==> src/rtl/gpio_led_ctrl.sv <==
// GPIO command decoder and LED driver.
// Takes a toggle-strobed command word from CPU GPIO outputs and drives one LED as off, on,
// PWM-dimmed or blinking. Each accepted command toggles cmd_ack.

module gpio_led_ctrl #(
    parameter int unsigned CLK_FREQ_HZ = 78000000,
    parameter int unsigned PWM_PRESC   = 305
) (
    input  logic        sys_clk,
    input  logic        reset_n,
    input  logic [14:0] gpio_cmd,
    output logic        led,
    output logic        cmd_ack,
    output logic [1:0]  mode_o
);

    localparam int unsigned TickDiv = (CLK_FREQ_HZ / 1000 > 0) ? CLK_FREQ_HZ / 1000 : 1;
    localparam int unsigned Presc   = (PWM_PRESC > 0) ? PWM_PRESC : 1;
    localparam int unsigned DivW    = (TickDiv > 1) ? $clog2(TickDiv) : 1;
    localparam int unsigned PrescW  = (Presc > 1) ? $clog2(Presc) : 1;

    localparam logic [DivW-1:0]   DivLast   = DivW'(TickDiv - 1);
    localparam logic [PrescW-1:0] PrescLast = PrescW'(Presc - 1);

    typedef enum logic [2:0] {
        StOff,
        StOn,
        StPwm,
        StBlinkOn,
        StBlinkOff
    } state_e;

    logic [14:0]       cmd_s1_q, cmd_s2_q;
    logic              strobe_last_q;
    logic [1:0]        warm_q;
    state_e            state_q;
    logic [1:0]        mode_q;
    logic [11:0]       value_q;
    logic              led_q;
    logic              ack_q;
    logic [PrescW-1:0] presc_q;
    logic [7:0]        phase_q;
    logic [DivW-1:0]   div_q;
    logic [11:0]       half_q;

    logic        accept;
    logic [1:0]  new_mode;
    logic [11:0] new_value;
    logic [7:0]  phase_nxt;
    logic        half_done;

    // value[8:0] saturated at 256
    function automatic logic [8:0] duty_of(input logic [11:0] v);
        return v[8] ? 9'd256 : {1'b0, v[7:0]};
    endfunction

    // Half-period in ms, zero treated as one
    function automatic logic [11:0] half_of(input logic [11:0] v);
        return (v == 12'd0) ? 12'd1 : v;
    endfunction

    // Accept is held off until the sync chain and last flop carry post-reset samples, so a
    // strobe line sitting high across reset does not replay a stale command.
    assign accept    = (warm_q == 2'd3) && (cmd_s2_q[14] != strobe_last_q);
    assign new_mode  = cmd_s2_q[13:12];
    assign new_value = cmd_s2_q[11:0];
    assign phase_nxt = phase_q + 8'd1;
    assign half_done = ({1'b0, half_q} + 13'd1) >= {1'b0, half_of(value_q)};

    // Two-flop sync of the whole command word plus the strobe history flop
    always_ff @(posedge sys_clk or negedge reset_n) begin
        if (!reset_n) begin
            cmd_s1_q      <= '0;
            cmd_s2_q      <= '0;
            strobe_last_q <= 1'b0;
            warm_q        <= 2'd0;
        end else begin
            cmd_s1_q      <= gpio_cmd;
            cmd_s2_q      <= cmd_s1_q;
            strobe_last_q <= cmd_s2_q[14];
            if (warm_q != 2'd3) begin
                warm_q <= warm_q + 2'd1;
            end
        end
    end

    // Mode FSM with registered LED, ack and counters; accept overrides any counter step
    always_ff @(posedge sys_clk or negedge reset_n) begin
        if (!reset_n) begin
            state_q <= StOff;
            mode_q  <= 2'b00;
            value_q <= '0;
            led_q   <= 1'b0;
            ack_q   <= 1'b0;
            presc_q <= '0;
            phase_q <= '0;
            div_q   <= '0;
            half_q  <= '0;
        end else if (accept) begin
            ack_q   <= ~ack_q;
            mode_q  <= new_mode;
            value_q <= new_value;
            presc_q <= '0;
            phase_q <= '0;
            div_q   <= '0;
            half_q  <= '0;
            unique case (new_mode)
                2'b00: begin
                    state_q <= StOff;
                    led_q   <= 1'b0;
                end
                2'b01: begin
                    state_q <= StOn;
                    led_q   <= 1'b1;
                end
                2'b10: begin
                    state_q <= StPwm;
                    led_q   <= (duty_of(new_value) != 9'd0);
                end
                default: begin
                    state_q <= StBlinkOn;
                    led_q   <= 1'b1;
                end
            endcase
        end else begin
            unique case (state_q)
                StPwm: begin
                    if (presc_q == PrescLast) begin
                        presc_q <= '0;
                        phase_q <= phase_nxt;
                        led_q   <= ({1'b0, phase_nxt} < duty_of(value_q));
                    end else begin
                        presc_q <= presc_q + 1'b1;
                    end
                end
                StBlinkOn, StBlinkOff: begin
                    if (div_q == DivLast) begin
                        div_q <= '0;
                        if (half_done) begin
                            half_q  <= '0;
                            state_q <= (state_q == StBlinkOn) ? StBlinkOff : StBlinkOn;
                            led_q   <= (state_q == StBlinkOff);
                        end else begin
                            half_q <= half_q + 12'd1;
                        end
                    end else begin
                        div_q <= div_q + 1'b1;
                    end
                end
                default: ;
            endcase
        end
    end

    assign led     = led_q;
    assign cmd_ack = ack_q;
    assign mode_o  = mode_q;

endmodule

==> config.mk <==
export PLATFORM = sky130hd
export DESIGN_NAME = gpio_led_ctrl
export DESIGN_NICKNAME = d
export VERILOG_FILES = /design/src/rtl/gpio_led_ctrl.sv
export SDC_FILE = /design/constraint.sdc
export NUM_CORES = 1
export LEC_CHECK = 0
export ABC_AREA = 0
export CORE_AREA = 2 2 66 131
export DETAILED_ROUTE_END_ITERATION = 8
export DIE_AREA = 0 0 68 133
export PLACE_DENSITY = 0.89
export SKIP_CTS_REPAIR_TIMING = 1
export SLEW_MARGIN = 20
export SYNTH_ARGS = -nofsm -noshare
export SYNTH_HDL_FRONTEND = slang
export SYNTH_SLANG_ARGS = --single-unit
==> constraint.sdc <==
create_clock -name sys_clk -period 3.7 [get_ports sys_clk]
set_input_delay 0.74 -clock sys_clk [delete_from_list [all_inputs] [get_ports sys_clk]]
set_output_delay 0.74 -clock sys_clk [all_outputs]
set_load 0.03 [all_outputs]
# Yosys cells after proc, flatten, opt, wreduce, memory -nomap -nowiden
# Index checks and enable logic that the tools add are counted.
# Widths: inputs -> output; s select.
[word_totals]
reg_bits = 98
input_bits = 17
output_inout_bits = 4
wordCells = 78
[classes]
add_sub_neg = 6
magnitude_cmp = 2
eq_ne = 13
muxes = 28
bitwise = 1
reduce_logical = 15
[ops]
columns = ["cell", "count"]
rows = [
  ["$mux 12", 5],
  ["$mux 17", 3],
  ["$mux 9", 5],
  ["$mux 8", 3],
  ["$add 17x1->17 const B", 1],
  ["$eq 17x17->1 const B", 1],
  ["$mux 3", 5],
  ["$add 12x1->13 const B", 1],
  ["$ge 13x12->1", 1],
  ["$add 12x1->12 const B", 1],
  ["$logic_not 12->1", 1],
  ["$reduce_bool 2->1", 5],
  ["$add 9x1->9 const B", 1],
  ["$eq 9x9->1 const B", 1],
  ["$lt 8x9->1", 1],
  ["$ne 3x3->1 const B", 3],
  ["$reduce_bool 9->1", 1],
  ["$add 8x1->8 const B", 1],
  ["$eq 3x2->1 const B", 2],
  ["$pmux 2 s3", 1],
  ["$eq 2x2->1 const B", 2],
  ["$mux 1", 4],
  ["$pmux 1 s2", 2],
  ["$reduce_and 2->1", 2],
  ["other kinds (12)", 12],
]

# Depth between registers and ports, before layout
[depth]
word_depth = 7
ltp_mapped = 13
ltp_nobuf = 11

# Least setup slack after synthesis
# No wires, ideal clock.
[synth_timing]
path_kind = "reg2reg"
startpoint = "register half_q[2]"
endpoint = "register led_q, in the netlist led"
setup_time_ns = 0.125
arrival_ns = 2.822
required_ns = 3.575
slack_ns = 0.753
path_stages_with_launch = 13
path_buffers = 1
synth_period_minus_slack_ns = 2.947
path_cell_list = "dfrtp_1 > and3_1 > and3_1 > clkbuf_1 > nand3_1 > xnor2_1 > ha_1 > and4_1 > nand2_1 > a31oi_1 > o2111ai_2 > a311oi_1 > mux2_2"
[synth_between]
elab_chain_cells = 4
[synth_rtl]
columns = ["element", "line", "rtl"]
rows = [
  ["start: declaration", "44", "logic [11:0] half_q;"],
  ["start signal: assignment", "144", "half_q <= half_q + 12'd1;"],
  ["$add 12x1->13", "68", "assign half_done = ({1'b0, half_q} + 13'd1) >= {1'b0, half_of(value_q)};"],
  ["$ge 13x12->1", "68", ""],
  ["$ne 3x3->1 (no source line)", "n/a", ""],
  ["$reduce_and 4->1 (no source line)", "n/a", ""],
  ["end signal: assignment", "118", "led_q <= (duty_of(new_value) != 9'd0);"],
  ["end signal: assignment", "131", "led_q <= ({1'b0, phase_nxt} < duty_of(value_q));"],
  ["end signal: assignment", "142", "led_q <= (state_q == StBlinkOff);"],
  ["end: declaration", "39", "logic led_q;"],
]
# No other way between the ends.
# A chain may end at the register's enable or synchronous reset.

# Worst setup path after layout
[layout_timing]
startpoint = "register half_q[0]"
endpoint = "register led_q, in the netlist led"
# The elaborated chain is that of the path after synthesis.

==> results by group <==
Outcome
  • Status: complete, no violations

Pwr
  • Worst vdd ir: 0.477 mV
  • Pleak: 2.41 nW
  • PnR Total Power: 2.77 mW
  • Cell Pwr Density: 519 nW/um^2

Synthesis
  • Most common cell in the synthesized netlist: dfrtp_1
  • Synth top area cells: dfrtp_1, ha_1, nand2_1, o21ai_0, nand3_1
  • Commonest cells post-synth: dfrtp_1, nand2_1, o21ai_0, nor2_1, nand3_1
  • Area leader, netlist: dfrtp_1
  • Post-synth ARST share: 1.00
  • Register area share after synthesis: 0.518
  • #FFs+latches synth: 98
  • Synthesized Nets: 518
  • Cells after Synth: 476
  • Top cell type's share of synthesized area: 0.518
  • Synth warn: 0
  • Synth Flop Type: dfrtp_1
  • Post-synth EDFFs: 0
  • Unique masters post-synth: 56
  • Syn Area/Cell: 9.94 um^2
  • Mapped cell area: 4730 um^2

GRT
  • GRT overflow: 0
  • Pin count of the biggest net entering global routing: 52
  • Initial antenna violation count: 0
  • Vias in the first global route: 3,434
  • First-pass GRT wire length: 16.1 mm
  • Gr usage total: 0.238

STA
  • Final Hold Fails: 0
  • Unrepaired setup endpoints after global routing: no
  • Fmax: 0.310 GHz
  • Final period util: 0.873
  • Setup violations, final: 0
  • Setup Skew: 0.00581 ns
  • Setup TNS: 0 ns
  • Rel. slew slack: 0.492
  • Final slew viol count: 0
  • Worst Tran Pin Value: 0.756 ns
  • Minimum clock period: 3.23 ns

Worst setup path
  • R2R depth: 11
  • Worst path arrival time: 3.46 ns
  • CP Cell Sequence: ha_1 -> nand3_1 -> nor2_1 -> xor2_1 -> ha_1 -> and4_1 -> nand2_1 -> a31oi_1 -> o2111ai_2 -> a311oi_1 -> mux2_2
  • Crit path required time: 3.93 ns
  • Worst Path Max Fanout: 9
  • Most Frequent Cell on Critical Path: ha_1
  • CP Capture Type: flip-flop
  • CP Depth: 11
  • CP max stage delay: 0.43 ns
  • Slowest cell on the critical path: dfrtp_1
  • Crit path max-delay family: compound AO/OA/AOI/OAI gates
  • Critical Path Start Type: flip-flop
  • CP bufs+invs: 0
  • Crit path kind: reg -> reg

Layout
  • Nets: 540
  • Filler cells: 607
  • Layout Utilization: 0.658
  • Register cell area after layout: 2450 um^2
  • Antenna cells: 0
  • Share of layout cells above drive strength 1: 0.0618
  • Area growth from synthesis to layout: 12.8%
  • Final Instance Area: 5340 um^2
  • Area of the multi-input gates: 2160 um^2
  • Non-filler instance count after layout: 600

Floorplanning
  • Std-Cell Rows: 47
  • Num ports: 21
  • Die Area: 9040 um^2
  • Die width: 68 um
  • Core Region: 8120 um^2
  • Starting Density: 0.583
  • Die height: 133 um

Clocking
  • Clock root buffer master: clkbuf_16
  • Clk buf depth: 2
  • TritonCTS sink count: 98
  • CTS Buf Count: 9
  • Reg clk slew, reported paths: 0.07 ns
  • Clk_lat worst skew: 0.35 ns
  • CTS tree: yes
  • H-tree depth: 3

Min path
  • Worst min path class: reg -> reg
  • Hold Crit Depth: 0

Flow run
  • Max cap viols: 0

Routing
  • DR vias/cell: 5.93
  • Antenna viol nets, final: 0
  • Routed vias: 3,557
  • 1st-pass router iterations: 5
  • DRC: 0
  • Wire length per cell after detailed routing: 16.0 um
  • Total wire length: 9.61 mm
  • 1st-iter DRT viols: 300

Placed design
  • Half-perimeter wire length after placement: 6.81 mm
  • Cell total after placement: 585
  • Placed Area: 5040 um^2
  • Gpl congestion: 0.891
  • Buffers on Ports: 20
[path summary, 6_finish.rpt]
check,from,end,slack (ns)
min in group asynchronous,reset_n,phase_q[6]$_DFFE_PN0P_,0.39
setup reg to reg,half_q[0]$_DFFE_PN0P_,led$_DFFE_PN0P_,0.47
hold reg to reg,cmd_s1_q[14]$_DFF_PN0_,cmd_s2_q[14]$_DFF_PN0_,0.34
setup / recovery,half_q[0]$_DFFE_PN0P_,led$_DFFE_PN0P_,0.47
max in group asynchronous,reset_n,div_q[15]$_DFFE_PN0P_,2.64
hold / removal,cmd_s1_q[14]$_DFF_PN0_,cmd_s2_q[14]$_DFF_PN0_,0.34
[routing by layer]
| metal | track usage | wire length (um) | share of wire |
|---|---|---|---|
| met5 | 0 | 0 | 0 |
| met4 | 0.0978 | 254 | 0.026 |
| met3 | 0.0485 | 528 | 0.055 |
| met2 | 0.382 | 4970 | 0.52 |
| met1 | 0.309 | 3850 | 0.40 |
[flip-flops by register name, indices dropped and copies added, names as in the netlist]
register       cells
div_q             17
cmd_s1_q          15
cmd_s2_q          15
half_q            12
value_q           12
presc_q            9
phase_q            8
state_q            3
mode_o             2
warm_q             2
cmd_ack            1
led                1
strobe_last_q      1
[per-stage QoR]
step | hold slack (ns) | worst slack [ns]
6_report | 0.343 | 0.469
3_3_place_gp | 0.332 | 0.641
2_1_floorplan | 0.331 | 0.753
3_5_place_dp | 0.336 | 0.509
4_1_cts | 0.349 | 0.504
5_1_grt | 0.356 | 0.127
[worst reg2reg max path, delay by kind of cell (launching register included)]
| family | cells | cell delay (ns) |
|---|---|---|
| adders and majority gates | 2 | 0.58 |
| muxes | 1 | 0.37 |
| and+or+nand+nor | 4 | 0.74 |
| DFF | 1 | 0.43 |
| AOI/OAI and AO/OA | 3 | 0.91 |
| xor gates and xnor gates | 1 | 0.11 |
[layout make-up]
type | instances | area share
Sequential cell | 98 | 0.459
Clock buffer | 9 | 0.0422
Tap cell | 98 | 0.0230
Timing Repair Buffer | 24 | 0.0450
Clock inverter | 6 | 0.0126
Multi-Input combinational cell | 346 | 0.405
Inverter | 19 | 0.0134
[layout by cell type, fill, tap and decap left out, drive strengths merged, types with 6 or more instances in the layout]
master,Yosys,final
o211ai,6,6
clkdlybuf4s50,0,19
nand2,75,75
nor3,7,7
and3,9,9
xnor2,15,15
a21oi,12,12
o31ai,9,9
and2,6,6
inv,18,19
dfrtp,98,98
nand3,27,27
nor2,31,31
xor2,14,14
clkbuf,7,9
o21ai,46,46
ha,25,25
[kinds of logic after synthesis]
group | share of synthesized area
xor gates and xnor gates | 0.0537
DFF | 0.518
and+or+nand+nor | 0.189
buffers and inverters | 0.0267
adders and majority gates | 0.0661
AOI/OAI and AO/OA | 0.135
muxes | 0.0114
[power by group]
| group | internal, mW | leakage, nW | switching, mW |
|---|---|---|---|
| Sequential | 1.17 | 1.24 | 0.105 |
| Clock | 0.522 | 0.138 | 0.399 |
| Combinational | 0.224 | 1.03 | 0.346 |
| Total | 1.92 | 2.41 | 0.850 |
Power figures use the tool's default switching activity.
